<file path="config.mk">
export PLATFORM = sky130hd
export DESIGN_NAME = ecp5pll_phase_ctrl
export DESIGN_NICKNAME = d
export VERILOG_FILES = /design/src/rtl/ecp5pll_phase_ctrl.sv
export SDC_FILE = /design/constraint.sdc
export NUM_CORES = 1
export LEC_CHECK = 0
export BUFFER_PORTS_ARGS = -buffer_cell sky130_fd_sc_hd__clkbuf_2
export CORE_ASPECT_RATIO = 1.5
export CORE_UTILIZATION = 60
export CTS_CLUSTER_SIZE = 25
export DETAILED_ROUTE_END_ITERATION = 16
export PLACE_DENSITY = 0.81
export SETUP_SLACK_MARGIN = 0.4
export SKIP_LAST_GASP = 1
export SLEW_MARGIN = 40
export SYNTH_ARGS = -nofsm -noshare
export SYNTH_HDL_FRONTEND = slang
export SYNTH_SLANG_ARGS = --single-unit
</file>
<file path="constraint.sdc">
create_clock -name clk_i -period 5.6 [get_ports clk_i]
set_input_delay 0 -clock clk_i [delete_from_list [all_inputs] [get_ports clk_i]]
set_output_delay 0 -clock clk_i [all_outputs]
set_load 0.005 [all_outputs]
</file>
<file path="src/rtl/ecp5pll_phase_ctrl.sv">
// rtl/ecp5pll_phase_ctrl.sv - EHXPLLL dynamic phase-shift sequencer
// Tracks per-channel phase in 1/8-VCO steps and emits shortest-path step trains.
module ecp5pll_phase_ctrl #(
    parameter int channels     = 4,
    parameter int phase_bits   = 10,
    parameter int div0         = 5,
    parameter int div1         = 5,
    parameter int div2         = 5,
    parameter int div3         = 5,
    parameter int init0        = 0,
    parameter int init1        = 0,
    parameter int init2        = 0,
    parameter int init3        = 0,
    parameter int setup_cycles = 2,
    parameter int pulse_cycles = 2
) (
    input  logic                  clk_i,
    input  logic                  reset_n,
    input  logic                  req_valid,
    output logic                  req_ready,
    input  logic [1:0]            req_ch,
    input  logic                  req_rel,
    input  logic [phase_bits-1:0] req_phase,
    output logic                  done,
    output logic                  err,
    output logic                  busy,
    input  logic [1:0]            rd_ch,
    output logic [phase_bits-1:0] rd_phase,
    output logic [1:0]            phasesel,
    output logic                  phasedir,
    output logic                  phasestep,
    output logic                  phaseloadreg
);

    localparam int PW = phase_bits + 1;
    localparam logic [2:0]            CH_LIM   = 3'(channels);
    localparam logic [15:0]           SETUP_LD = 16'(setup_cycles - 1);
    localparam logic [15:0]           PULSE_LD = 16'(pulse_cycles - 1);
    localparam logic [phase_bits-1:0] MOST_NEG = {1'b1, {(phase_bits-1){1'b0}}};
    localparam logic [phase_bits-1:0] ONE_P    = phase_bits'(1);

    typedef enum logic [2:0] {
        S_IDLE,
        S_SETUP,
        S_HI,
        S_LO,
        S_DONE
    } state_t;

    function automatic logic [phase_bits:0] mod_of(input logic [1:0] ch);
        case (ch)
            2'd0:    return PW'(8 * div0);
            2'd1:    return PW'(8 * div1);
            2'd2:    return PW'(8 * div2);
            default: return PW'(8 * div3);
        endcase
    endfunction

    function automatic logic [phase_bits-1:0] init_of(input logic [1:0] ch);
        case (ch)
            2'd0:    return phase_bits'(init0);
            2'd1:    return phase_bits'(init1);
            2'd2:    return phase_bits'(init2);
            default: return phase_bits'(init3);
        endcase
    endfunction

    state_t                state;
    logic [15:0]           cnt;
    logic [phase_bits:0]   steps_left;
    logic [phase_bits-1:0] phase [4];

    logic [phase_bits:0]   ev_m;
    logic [phase_bits:0]   ev_cur;
    logic [phase_bits:0]   ev_tgt;
    logic [phase_bits:0]   ev_d;
    logic [phase_bits:0]   ev_mag;
    logic [phase_bits:0]   ev_steps;
    logic                  ev_dir;
    logic                  ev_err;
    logic [phase_bits-1:0] neg_phase;
    logic [phase_bits:0]   sel_m;
    logic [phase_bits-1:0] sel_max;
    logic [phase_bits-1:0] sel_cur;

    assign req_ready    = (state == S_IDLE);
    assign busy         = (state != S_IDLE);
    assign phaseloadreg = 1'b0;
    assign rd_phase     = ({1'b0, rd_ch} >= CH_LIM) ? '0 : phase[rd_ch];

    // Request evaluation against the live count of the addressed channel.
    always_comb begin
        ev_m      = mod_of(req_ch);
        ev_cur    = {1'b0, phase[req_ch]};
        ev_tgt    = {1'b0, req_phase};
        neg_phase = ~req_phase + ONE_P;
        ev_d      = '0;
        ev_mag    = '0;
        ev_steps  = '0;
        ev_dir    = 1'b0;
        ev_err    = 1'b0;
        if (req_rel) begin
            ev_dir   = req_phase[phase_bits-1];
            ev_mag   = ev_dir ? {1'b0, neg_phase} : {1'b0, req_phase};
            ev_steps = ev_mag;
            ev_err   = (req_phase == MOST_NEG) || (ev_mag >= ev_m);
        end else begin
            ev_err = (ev_tgt >= ev_m);
            ev_d   = (ev_tgt >= ev_cur) ? (ev_tgt - ev_cur) : (ev_tgt + ev_m - ev_cur);
            if (ev_d <= (ev_m >> 1)) begin
                ev_dir   = 1'b0;
                ev_steps = ev_d;
            end else begin
                ev_dir   = 1'b1;
                ev_steps = ev_m - ev_d;
            end
        end
        if ({1'b0, req_ch} >= CH_LIM) begin
            ev_err = 1'b1;
        end
    end

    always_comb begin
        sel_m   = mod_of(phasesel) - PW'(1);
        sel_max = sel_m[phase_bits-1:0];
        sel_cur = phase[phasesel];
    end

    always_ff @(posedge clk_i) begin
        if (!reset_n) begin
            state      <= S_IDLE;
            cnt        <= '0;
            steps_left <= '0;
            phasesel   <= 2'd0;
            phasedir   <= 1'b0;
            phasestep  <= 1'b0;
            done       <= 1'b0;
            err        <= 1'b0;
            for (int i = 0; i < 4; i++) begin
                phase[i] <= init_of(2'(i));
            end
        end else begin
            case (state)
                S_IDLE: begin
                    done <= 1'b0;
                    err  <= 1'b0;
                    if (req_valid) begin
                        phasesel   <= req_ch;
                        phasedir   <= ev_dir;
                        steps_left <= ev_steps;
                        if (ev_err || (ev_steps == '0)) begin
                            state <= S_DONE;
                            done  <= 1'b1;
                            err   <= ev_err;
                        end else begin
                            state <= S_SETUP;
                            cnt   <= SETUP_LD;
                        end
                    end
                end
                S_SETUP: begin
                    if (cnt == '0) begin
                        state     <= S_HI;
                        phasestep <= 1'b1;
                        cnt       <= PULSE_LD;
                    end else begin
                        cnt <= cnt - 16'd1;
                    end
                end
                S_HI: begin
                    if (cnt == '0) begin
                        state      <= S_LO;
                        phasestep  <= 1'b0;
                        cnt        <= PULSE_LD;
                        steps_left <= steps_left - PW'(1);
                        // Count follows the falling edge of each step, wrapping at M.
                        if (phasedir) begin
                            phase[phasesel] <= (sel_cur == '0) ? sel_max : (sel_cur - ONE_P);
                        end else begin
                            phase[phasesel] <= (sel_cur == sel_max) ? '0 : (sel_cur + ONE_P);
                        end
                    end else begin
                        cnt <= cnt - 16'd1;
                    end
                end
                S_LO: begin
                    if (cnt == '0) begin
                        if (steps_left != '0) begin
                            state     <= S_HI;
                            phasestep <= 1'b1;
                            cnt       <= PULSE_LD;
                        end else begin
                            state <= S_DONE;
                            done  <= 1'b1;
                            err   <= 1'b0;
                        end
                    end else begin
                        cnt <= cnt - 16'd1;
                    end
                end
                S_DONE: begin
                    state <= S_IDLE;
                    done  <= 1'b0;
                    err   <= 1'b0;
                end
                default: begin
                    state     <= S_IDLE;
                    phasestep <= 1'b0;
                    done      <= 1'b0;
                    err       <= 1'b0;
                end
            endcase
        end
    end

endmodule

</file>
# Word level (Yosys, flattened, before mapping)

Memory sizes are Yosys's and may differ from the RTL's. A register that Yosys moved wholly into a read port is not among the register bits.
Index checks and enable logic that the tools add are counted.

Register bits after elaboration: 36
Bits in writable memories: 40
Bits of input ports: 18
Output and inout bits: 19
Word-level logic and storage cells: 117
Memories kept: 1

Memories:

| memory | depth | bits a word | rd ports | clocked after Yosys merged registers in | wr ports | line | source |
|---|---|---|---|---|---|---|---|
| phase  | 4     | 10          | 3        | 1                                       | 4        | 71   | `logic [phase_bits-1:0] phase [4];` |

$add $sub $neg: 9
$lt $le $gt $ge: 4
Equal/unequal tests: 14
Multiplexer cells: 58
Bitwise operators: 4
Reduce and logical (&&, ||, !) cells: 19

Operator list:

| kind                                                                   | number |
|---|---|
| 16-bit two-way mux                                                     | 5 |
| 10-bit two-way mux                                                     | 6 |
| 11-bit two-way mux                                                     | 5 |
| 16-bit case mux with 3 select lines                                    | 1 |
| 1-bit two-way mux                                                      | 27 |
| 11-bit case mux with 2 select lines                                    | 1 |
| 10-bit by 1-bit adder with 10-bit output, second input constant        | 2 |
| 10-bit by 6-bit >= comparator with 1-bit output, second input constant | 2 |
| 3-bit two-way mux                                                      | 6 |
| 16-bit zero test                                                       | 1 |
| 16-bit by 1-bit subtractor with 16-bit output, second input constant   | 1 |
| 2-bit inequality test, second input constant                           | 7 |
| 3-bit case mux with 4 select lines                                     | 1 |
| 10-bit by 6-bit adder with 11-bit output, second input constant        | 1 |
| 11-bit by 5-bit <= comparator with 1-bit output, second input constant | 1 |
| 11-bit zero test                                                       | 1 |
| 11-bit nonzero test                                                    | 1 |
| 10-bit by 10-bit subtractor with 11-bit output                         | 1 |
| 11-bit by 1-bit subtractor with 11-bit output, second input constant   | 1 |
| 11-bit by 10-bit subtractor with 11-bit output                         | 1 |
| 6-bit by 11-bit subtractor with 11-bit output, first input constant    | 1 |
| 10-bit == test, second input constant                                  | 1 |
| 10-bit by 6-bit == test with 1-bit output, second input constant       | 1 |
| 10-bit >= comparator                                                   | 1 |
| 22 further kinds                                                       | 32 |

# Longest topological paths before layout

Gate-level depths: netlist of run 1.

Word-level depth: 11
Depth in mapped cells: 19
Mapped depth without buffers: 17

# Worst setup path after synthesis of run 1

Ideal clock, no wire load.

Path type: input-to-reg
From: in req_ch[0]
To: reg state[0]
Library setup time: 0.122 ns
Data arrival time: 4.730 ns
Data required time: 5.478 ns
Path slack: 0.748 ns
Cell stages on the path: 18
Path buffers: 1
Cells stage by stage: buf_1 > mux4_2 > inv_1 > ha_1 > inv_1 > fa_1 > a21o_1 > a21o_1 > a2111o_1 > a21oi_1 > a32oi_2 > a2111oi_4 > mux2_2 > o21ai_0 > o2111ai_1 > nor2_1 > nor2_1 > o311a_1

Word-level cells in the longest chain between the ends: 11
Elaborated cells on any way between the ends: 14
Classes of those cells: add/sub: 3; order compare: 2; mux: 6; reduce/logical: 2; memory: 1

Ends and longest elaborated chain:

| item                                                                                                             | line     | source |
|---|---|---|
| from (decl)                                                                                                      | 21       | `input logic [1:0] req_ch,` |
| memory read 4 x 10 bit *                                                                                         | --       |  |
| 11-bit by 10-bit subtractor with 11-bit output, or another cell as far along                                     | 109      | `ev_d = (ev_tgt >= ev_cur) ? (ev_tgt - ev_cur) : (ev_tgt + ev_m - ev_cur);` |
| 11-bit two-way mux *                                                                                             | 109      |  |
| 6-bit by 11-bit subtractor with 11-bit output or 11-bit by 5-bit <= comparator with 1-bit output (tied branches) | 115, 110 |  |
| 11-bit two-way mux *                                                                                             | 110      | `if (ev_d <= (ev_m >> 1)) begin` |
| 11-bit two-way mux *                                                                                             | 102      | `if (req_rel) begin` |
| 11-bit zero test *                                                                                               | 151      | `if (ev_err \|\| (ev_steps == '0)) begin` |
| 1-bit logical OR *                                                                                               | 151      |  |
| 3-bit two-way mux *                                                                                              | 151      |  |
| 3-bit two-way mux *                                                                                              | 147      | `if (req_valid) begin` |
| 3-bit case mux with 4 select lines *                                                                             | 143      | `case (state)` |
| to (signal assigned)                                                                                             | 152      | `state <= S_DONE;` |
| to (signal assigned)                                                                                             | 156      | `state <= S_SETUP;` |
| to (signal assigned)                                                                                             | 163      | `state <= S_HI;` |
| to (decl)                                                                                                        | 68       | `state_t state;` |

Mark *: on every way between the ends. The rest lies on a longest branch, timed or not. The select of a mux whose other input is x is not followed.
A chain may end at the register's enable or synchronous reset.

==> results of run 1 <==
==> worst paths after layout <==
check	slack (ns)	end	from
setup / recovery	0.66	cnt[11]	phase[2][1]
hold reg to reg	0.47	cnt[13]	cnt[13]
setup reg to reg	0.66	cnt[11]	phase[2][1]
hold / removal	0.009	state[1]	req_valid
==> state kept, by name, indices dropped and copies added (netlist names), named ones only <==
signal and count:
phase 40, err 1, phasestep 1, phasesel 2, state 3, cnt 16, phasedir 1, steps_left 11
done 1
==> repair_timing <==
| item | CTS | global route |
|---|---|---|
| hold buffers | 0 | 0 |
| gates resized for setup | 0 | 7 |
| endpoints found under the setup margin | 0 | 20 |
==> critical path: cells and delay by family, from the launching register on <==
family	cells	cell delay, ns
compound gates	7	1.48
fa+ha+maj	3	0.98
mux	2	0.91
simple gates	2	0.48
xor+xnor	2	0.47
flops	1	0.42
buf+inv	1	0.11
==> cell usage after synthesis (5+ instances only) <==
cell type / n / share of area (%)
or2_2: 7 / 0.64
clkbuf_1: 27 / 1.5
edfxtp_1: 40 / 18
a21o_1: 12 / 1.3
mux4_2: 30 / 9.9
xor2_1: 10 / 1.3
a211oi_1: 6 / 0.66
dfxtp_1: 38 / 11
nand3_1: 18 / 1.3
inv_1: 50 / 2.7
nor2b_1: 8 / 0.73
xnor2_1: 17 / 2.2
fa_1: 8 / 2.3
or4_1: 9 / 0.99
nand2_1: 76 / 4.2
and3_1: 11 / 1.0
a31oi_1: 9 / 0.82
a21oi_1: 48 / 3.5
nand2b_1: 11 / 1.0
or3_1: 7 / 0.64
o211ai_1: 10 / 1.1
nor3_1: 22 / 1.6
o21ai_1: 5 / 0.36
nor2_1: 92 / 5.0
nor4_1: 11 / 1.0
ha_1: 29 / 5.3
mux2i_1: 5 / 0.73
o21ai_0: 59 / 4.3
a41oi_2: 5 / 1.2
==> through the flow <==
step           hold slack [ns]  area (µm²)  util, %
6_report              0.009274        7412    67.04
5_1_grt                0.01853        7412    67.04
4_1_cts               0.004931        7385    66.79
3_5_place_dp            0.3631        7047    63.74
3_3_place_gp            0.3512        7044    63.72
2_1_floorplan           0.2123        6858        -
==> metal layers <==
layer / GRT usage, % / routed length [µm] / up-vias
met5: 0 / 0 / -
met4: 19.14 / 1001 / 0
met1: 38.88 / 7040 / 3031
met3: 5.802 / 1273 / 77
met2: 58.35 / 9889 / 305
li1: - / - / 2949
==> cell type report <==
class / count / area [µm²]
fill: 953 / 3643
clock inverter: 4 / 48.80
multi-input combinational: 620 / 4558
tap: 147 / 183.9
clock buffer: 12 / 289.0
timing repair buffer: 36 / 182.7
sequential: 78 / 1962
inverter: 50 / 187.7
==> power breakdown <==
part	total, mW	switching (mW)	internal [mW]
Combinational	0.732	0.454	0.277
Sequential	0.654	0.0286	0.626
Clock	0.654	0.243	0.411
Total	2.04	0.726	1.31
==> cells in the final DEF, fill, tap and decap left out, drive strengths merged, types with 12 or more instances in the layout <==
| cell type | Yosys | layout |
|---|---|---|
| a21o | 12 | 12 |
| nand2 | 77 | 77 |
| inv | 50 | 50 |
| edfxtp | 40 | 40 |
| o21ai | 66 | 66 |
| nand3 | 18 | 18 |
| xnor2 | 17 | 17 |
| mux4 | 30 | 30 |
| clkbuf | 27 | 47 |
| a21oi | 51 | 51 |
| nor3 | 22 | 22 |
| ha | 29 | 29 |
| dfxtp | 38 | 38 |
| nor2 | 93 | 93 |
==> kinds of logic (layout without fill, tap and decap cells) <==
kind of cell    count (synthesis)  in the layout
simple gates                  294            294
compound gates                221            221
buf+inv                        88            102
flops                          78             78
mux                            40             40
fa+ha+maj                      37             37
xor+xnor                       27             27
other cells                     1              1
==> out/results.ini, run 1 <==
[run_status]
outcome = finished clean

[cells_and_area]
drive_gt1_share_pct = 15.75
diodes = 0
final_nets = 850
finalNonFillerCells = 947
syn_to_final_growth_pct = 8.082

[global_routing]
antenna_found_initial = 0
grt_max_degree = 28
grt_pass1_vias = 6279
grt-ovfl-total = 0
grt_pass1_wl_um = 30590
grtUsageTotal_pct = 33.98

[worst_setup_path]
crit_type = reg2reg
worst-path-max-fanout = 7
crit_chain = mux4_2 -> inv_1 -> ha_1 -> ha_1 -> fa_1 -> xor2_1 -> a21boi_0 -> a21o_1 -> o21ai_0 -> mux2i_1 -> xnor2_1 -> o21ai_0 -> and4_1 -> nand4_1 -> o21ai_4 -> o21ai_1 -> a31oi_1
slowest_delay_ns = 0.47
arrival_ns = 5.20
critPathLaunchType = flop
crit_slowest_cell = mux4_2
worst_setup_path_end_kind = flop
required_ns = 5.86
worstRegToRegCells = 17

[clocking]
cts-root-buf = clkbuf_16
cts_tree = done
cts_max_path_buffers = 2
numCtsBuffers = 9
clk_latency_ns = 0.35
clk_pin_slew_worst_paths_ns = 0.06
clkSinkCount = 78
h-tree-depth = 3
cts_setup_buffers = 0

[power_and_ir_drop]
p_total_mw = 2.040
p_per_area_mw_per_mm2 = 275.2
peakVddDrop_mv = 0.2884
leakagePower_nw = 2.907

[logic_synthesis]
synth_edf_count = 40
synthCells = 786
synth_top_family_by_area = compound AO/OA/AOI/OAI gates
syn_nets = 841
synth_simple_gate_area_share_pct = 20.53
avgSynthCellArea_um2 = 8.725
synthesis.area_mm2 = 0.006858
synth-seq-cells = 78
synthMuxAreaShare_pct = 11.44
synth-main-ff-cell = edfxtp_1
synth_compound_area_share_pct = 22.93
synth-adder-area-share_pct = 7.626
yosysWarningCount = 0
synth_seq_area_share_pct = 28.61
synth_xor_area_share_pct = 3.448
synth.distinct_cells = 86
async_flop_share_pct = 0

[sta]
worstMarginPinSlew_ns = 0.7542
relSlewSlack_pct = 49.69
setup_viol = 0
finalHoldViolCount = 0
skew_ns = 0.01034
setup_ws_ns = 0.6583
finalSetupTns_ns = 0
drv_slew = 0
fmax_mhz = 202.4
period_needed_ns = 4.942
fin_crit_sh_pct = 88.24
rsz0062_at_grt = no

[detailed_routing]
drt_first_pass_iters = 5
drt_wl_total_um = 19210
viasPerCell = 6.718
drc = 0
dr_total_vias = 6362
drtIter0Drc = 408
ant_nets = 0
wl_per_cell_um = 20.28

[die]
die_x_um = 89.29
rows = 47
core_area_mm2 = 0.01106
io_pins = 37
start_util_pct = 62.03
die_y_um = 132.9
die_area_mm2 = 0.01187

[job]
cap_violations = 0

[place]
io_buffers = 35
post-place-ws_ns = 0.4041
dp.cells = 931
place.gp.congestion = 0.9666
hpwlAfterDp_um = 14240

[min_path]
holdCritPathClass = in2reg
hold_path_depth = 3

No activity file was read; power rests on OpenSTA's default activity.
==> run 2: changes to the inputs <==
Settings changed: CORE_ASPECT_RATIO 1.5 to 1.2, CORE_MARGIN set to 4.
==> run 2 against run 1 <==
Via count fell by 1.9%; non-clock buffer count did not move; clock skew fell by 0.0013 ns; combinational power fell by 2%; fmax fell by 0.12%; final area rose by 0.15%; setup slack got worse by 0.0061 ns; register-to-register slack barely moved; core utilization fell by 0.095 points.
==> out/results.ini, run 2 (synthesized netlist as in run 1, its figures left out) <==
[run_status]
outcome = finished clean

[clocking]
cts_tree = done
cts-root-buf = clkbuf_16
numCtsBuffers = 9
holdBufCountCts = 0
clk_latency_ns = 0.34
clk_pin_slew_worst_paths_ns = 0.06
clkSinkCount = 78
cts_max_path_buffers = 2
h-tree-depth = 3

[worst_setup_path]
crit_slowest_cell = or4_1
r2r_start = phase[1][1]
critPathLaunchType = flop
worst-path-max-fanout = 9
worstRegToRegCells = 17
crit_start = phase[1][1]
slowest_delay_ns = 0.59
crit_family = compound AO/OA/AOI/OAI gates
crit_chain = mux4_2 -> inv_1 -> ha_1 -> ha_1 -> fa_1 -> a21o_1 -> a221oi_1 -> xnor2_1 -> and3_1 -> a32oi_2 -> or4_1 -> a221oi_2 -> o21ai_1 -> o2111ai_2 -> o21a_2 -> o21ai_2 -> a21oi_2
arrival_ns = 5.21
regToRegSetupSlack_ns = 0.65
required_ns = 5.87
critPathBufInv = 1
r2r_end = cnt[0]
worst_setup_path_end_kind = flop
crit_top_cell = ha_1
crit_type = reg2reg

[cells_and_area]
finalNonFillerCells = 954
regMostFlops = phase
final_cell_mix = nor2_1 (90), nand2_1 (76), o21ai_0 (55)
largest_register_ffs = 40
fill_cells = 881
reg_top3 = phase: 40 flops, cnt: 16 flops, steps_left: 11 flops
final_common_cell = nor2_1
final_area_mm2 = 0.007423
syn_to_final_growth_pct = 8.247
drive_gt1_share_pct = 16.13
diodes = 0
final_nets = 850
fin_util_pct = 66.95

[sta]
drv_slew = 0
relSlewSlack_pct = 47.57
finalSetupTns_ns = 0
setup_ws_ns = 0.6523
timing.hold.ws_ns = 0.01713
worstMarginPinSlew_ns = 0.7812
fin_crit_sh_pct = 88.35
rsz0062_at_grt = yes
skew_ns = 0.009031
period_needed_ns = 4.948
fmax_mhz = 202.1
finalHoldViolCount = 0
setup_viol = 0

[die]
core_area_mm2 = 0.01109
rows = 42
start_util_pct = 61.85
die_x_um = 105.6
die_area_mm2 = 0.01321
die_y_um = 125.1
io_pins = 37

[power_and_ir_drop]
p_seq_share_pct = 32.2
clock_power_share_pct = 32.6
p_per_area_mw_per_mm2 = 273.8
internal-power_mw = 1.335
p_total_mw = 2.032
leakagePower_nw = 2.913
switching_share_pct = 34.32
peakVddDrop_mv = 0.2267
comb_power_share_pct = 35.2
p_sw_mw = 0.6975

[min_path]
whs_endpoint = state[1]
hold_path_depth = 3
holdCritPathClass = in2reg
hp-start = req_valid

[detailed_routing]
drt_wl_total_um = 18660
ant_nets = 0
viasPerCell = 6.543
drt_first_pass_iters = 6
dr_total_vias = 6242
drc = 0
drtIter0Drc = 517
wl_per_cell_um = 19.56

[place]
io_buffers = 35
post-place-ws_ns = 0.3842
dp.cells = 937
hpwlAfterDp_um = 14030
dpl-instance-area_mm2 = 0.007046
place.gp.congestion = 0.9213

[job]
cap_violations = 0

[global_routing]
grt_max_degree = 28
grt_pass1_vias = 6201
grt_pass1_wl_um = 30300
antenna_found_initial = 0
grtUsageTotal_pct = 28.21
grt-ovfl-total = 0

[run 2: cell count changes in the layout (fill, tap and decap cells not counted), sizes merged]
cell and delta:
bufinv +1, clkinv -2, inv +1
[run 2: how the worst max path moves through the flow]
stage	cells past startpoint	to
global route	17	cnt[0]
global placement	18	cnt[0]
detailed placement	18	cnt[0]
floorplan	18	state[0]
CTS	17	cnt[0]
finish	17	cnt[0]
[run 2: power by group through the flow]
stage                     Combinational, mW  Sequential [mW]  Clock [mW]
final                                 0.715            0.655       0.662
after global routing                  0.786            0.658       0.692
after CTS                             0.698            0.653       0.660
after detailed placement              0.694            0.665           0
after global placement                0.684            0.663           0
after floorplan                       0.540            0.652           0
[run 2: metal layers]
metal  GRT usage [%]  vias up  wire length (µm)
li1                -     2924                 -
met3           5.206       51              1382
met2           49.96      315              9507
met1           33.90     2952              7126
met4           10.82        0               641
met5               0        -                 0
[run 2: area by class of cell]
type                            instances  area (µm²)  share of cell area [%]
Tap cell                              154       192.7                   2.596
Timing Repair Buffer                   36       182.7                   2.461
Inverter                               50       187.7                   2.528
Clock buffer                           12       269.0                   3.624
Multi-Input combinational cell        620        4553                   61.33
Sequential cell                        78        1963                   26.45
Clock inverter                          4       75.07                   1.011
[run 2: what timing repair did]
action                     in CTS  in global routing
setup endpoints to repair       0                 19
gates resized for setup         0                  9
setup buffers                   0                  1
[run 2: worst register-to-register path, stage by stage (launching register included)]
cell,delay (ns)
edfxtp_1,0.42
mux4_2,0.46
inv_1,0.12
ha_1,0.28
ha_1,0.27
fa_1,0.44
a21o_1,0.22
a221oi_1,0.35
xnor2_1,0.19
and3_1,0.24
a32oi_2,0.13
or4_1,0.59
a221oi_2,0.32
o21ai_1,0.11
o2111ai_2,0.16
o21a_2,0.36
o21ai_2,0.10
a21oi_2,0.14
==> run 3: changes to the inputs <==
Settings changed: PLACE_DENSITY 0.81 to 0.83.
==> run 3 against run 2 <==
Combinational power rose by 2%; first-iteration DRC count grew 10%; worst hold slack better by 0.021 ns.
==> out/results.ini, run 3 (synthesized netlist as in run 1, its figures left out) <==
[die]
die_area_mm2 = 0.01321
start_util_pct = 61.85
die_y_um = 125.1
die_x_um = 105.6
rows = 42
io_pins = 37
core_area_mm2 = 0.01109

[cells_and_area]
final_nets = 850
regMostFlops = phase
final_common_cell = nor2_1
syn_to_final_growth_pct = 8.374
largest_register_ffs = 40
final_cell_mix = nor2_1 (91), nand2_1 (76), o21ai_0 (55)
final_area_mm2 = 0.007432
diodes = 0
fill_cells = 900
drive_gt1_share_pct = 16.25
reg_top3 = phase: 40 flops, cnt: 16 flops, steps_left: 11 flops

[detailed_routing]
ant_nets = 0
wl_per_cell_um = 20.12
drc = 0
drt_first_pass_iters = 5
viasPerCell = 6.688
drtIter0Drc = 570
drt_wl_total_um = 19190
dr_total_vias = 6380

[worst_setup_path]
required_ns = 5.84
arrival_ns = 5.22
worst-path-max-fanout = 7
worst_setup_path_end_kind = flop
crit_type = reg2reg
critPathLaunchType = flop
slowest_delay_ns = 0.55
crit_chain = mux4_2 -> inv_1 -> ha_2 -> inv_1 -> fa_1 -> a21o_1 -> a21o_1 -> a2111o_1 -> a21oi_2 -> a32oi_4 -> a2111oi_4 -> mux2_2 -> o21ai_2 -> nand4_1 -> o21ai_4 -> nor2_1 -> nor3_1
crit_slowest_cell = fa_1

[sta]
relSlewSlack_pct = 48.48
fin_crit_sh_pct = 88.95
finalSetupTns_ns = 0
timing.hold.ws_ns = 0.03826
finalHoldViolCount = 0
fmax_mhz = 200.7
drv_slew = 0
rsz0062_at_grt = yes
setup_viol = 0
skew_ns = 0.007449
worstMarginPinSlew_ns = 0.7676
period_needed_ns = 4.981

[power_and_ir_drop]
leakagePower_nw = 2.907
peakVddDrop_mv = 0.2131
p_per_area_mw_per_mm2 = 275.2
p_total_mw = 2.045

[clocking]
holdBufCountCts = 0
cts_setup_buffers = 0
h-tree-depth = 3
cts_max_path_buffers = 2
numCtsBuffers = 9
clkSinkCount = 78
cts-root-buf = clkbuf_16
clk_pin_slew_worst_paths_ns = 0.06
cts_tree = done
clk_latency_ns = 0.35

[min_path]
holdCritPathClass = in2reg

[place]
place.gp.congestion = 0.9769
dpl-instance-area_mm2 = 0.007053
io_buffers = 35
hpwlAfterDp_um = 13990

[global_routing]
grt_max_degree = 28
antenna_found_initial = 0
grt_pass1_vias = 6074
grtUsageTotal_pct = 29.08
grt_pass1_wl_um = 30820
grt-ovfl-total = 0

[job]
cap_violations = 0

[run_status]
outcome = finished clean

-- run 3: changes by cell type in the layout (fill, tap and decap cells not counted), sizes merged --
cell / before / now
clkbuf: 47 / 46
inv: 51 / 52
-- run 3: final cells by class --
type	instances	area, µm²	share of cell area (%)
inverters	50	187.7	2.525
flip-flops and latches	78	1962	26.40
repair buffers	36	182.7	2.458
well taps	154	192.7	2.593
clock inverters	5	77.57	1.044
clock buffers	11	255.2	3.434
multi-input cells	620	4574	61.55
-- run 3: critical path, delay by kind of cell, from the launching register on --
kind	cells	cell delay, ns
compound gates	8	2.05
fa+ha+maj	2	0.78
buf+inv	2	0.14
flops	1	0.45
mux	2	0.89
simple gates	3	0.56
-- run 3: worst paths after layout --
| check | cells after the start | start | endpoint | slack (ns) |
|---|---|---|---|---|
| max | 17 | phase[3][4] | cnt[2] | 0.62 |
| max reg2reg | 17 | phase[3][4] | cnt[2] | 0.62 |
| min | 3 | req_valid | state[1] | 0.04 |
| min reg2reg | 1 | cnt[15] | cnt[15] | 0.46 |
-- run 3: layer usage --
| metal | vias up | GRT usage, % | wire length, µm |
|---|---|---|---|
| li1 | 2949 | - | - |
| met3 | 76 | 4.278 | 1368 |
| met2 | 305 | 50.60 | 9658 |
| met4 | 0 | 14.02 | 912 |
| met1 | 3050 | 35.22 | 7255 |
| met5 | - | 0 | 0 |
-- run 3: report_power, final --
group          internal (mW)  switching [mW]
registers              0.626          0.0289
clock network          0.419           0.240
logic                  0.281           0.451
total                   1.33           0.720
-- run 3: repair_timing --
item	CTS	global route
setup endpoints to repair	2	19
resized for setup	1	11
pin swaps	0	4
-- run 3: per-stage QoR --
step | setup WS (ns) | util (%) | instances
after floorplan | 0.7481 | - | 786
after global placement | 0.5888 | 63.61 | 938
after detailed placement | 0.4613 | 63.61 | 938
after CTS | 0.3881 | 66.68 | 954
after global routing | 0.3852 | 67.03 | 954
final | 0.6185 | 67.03 | 954
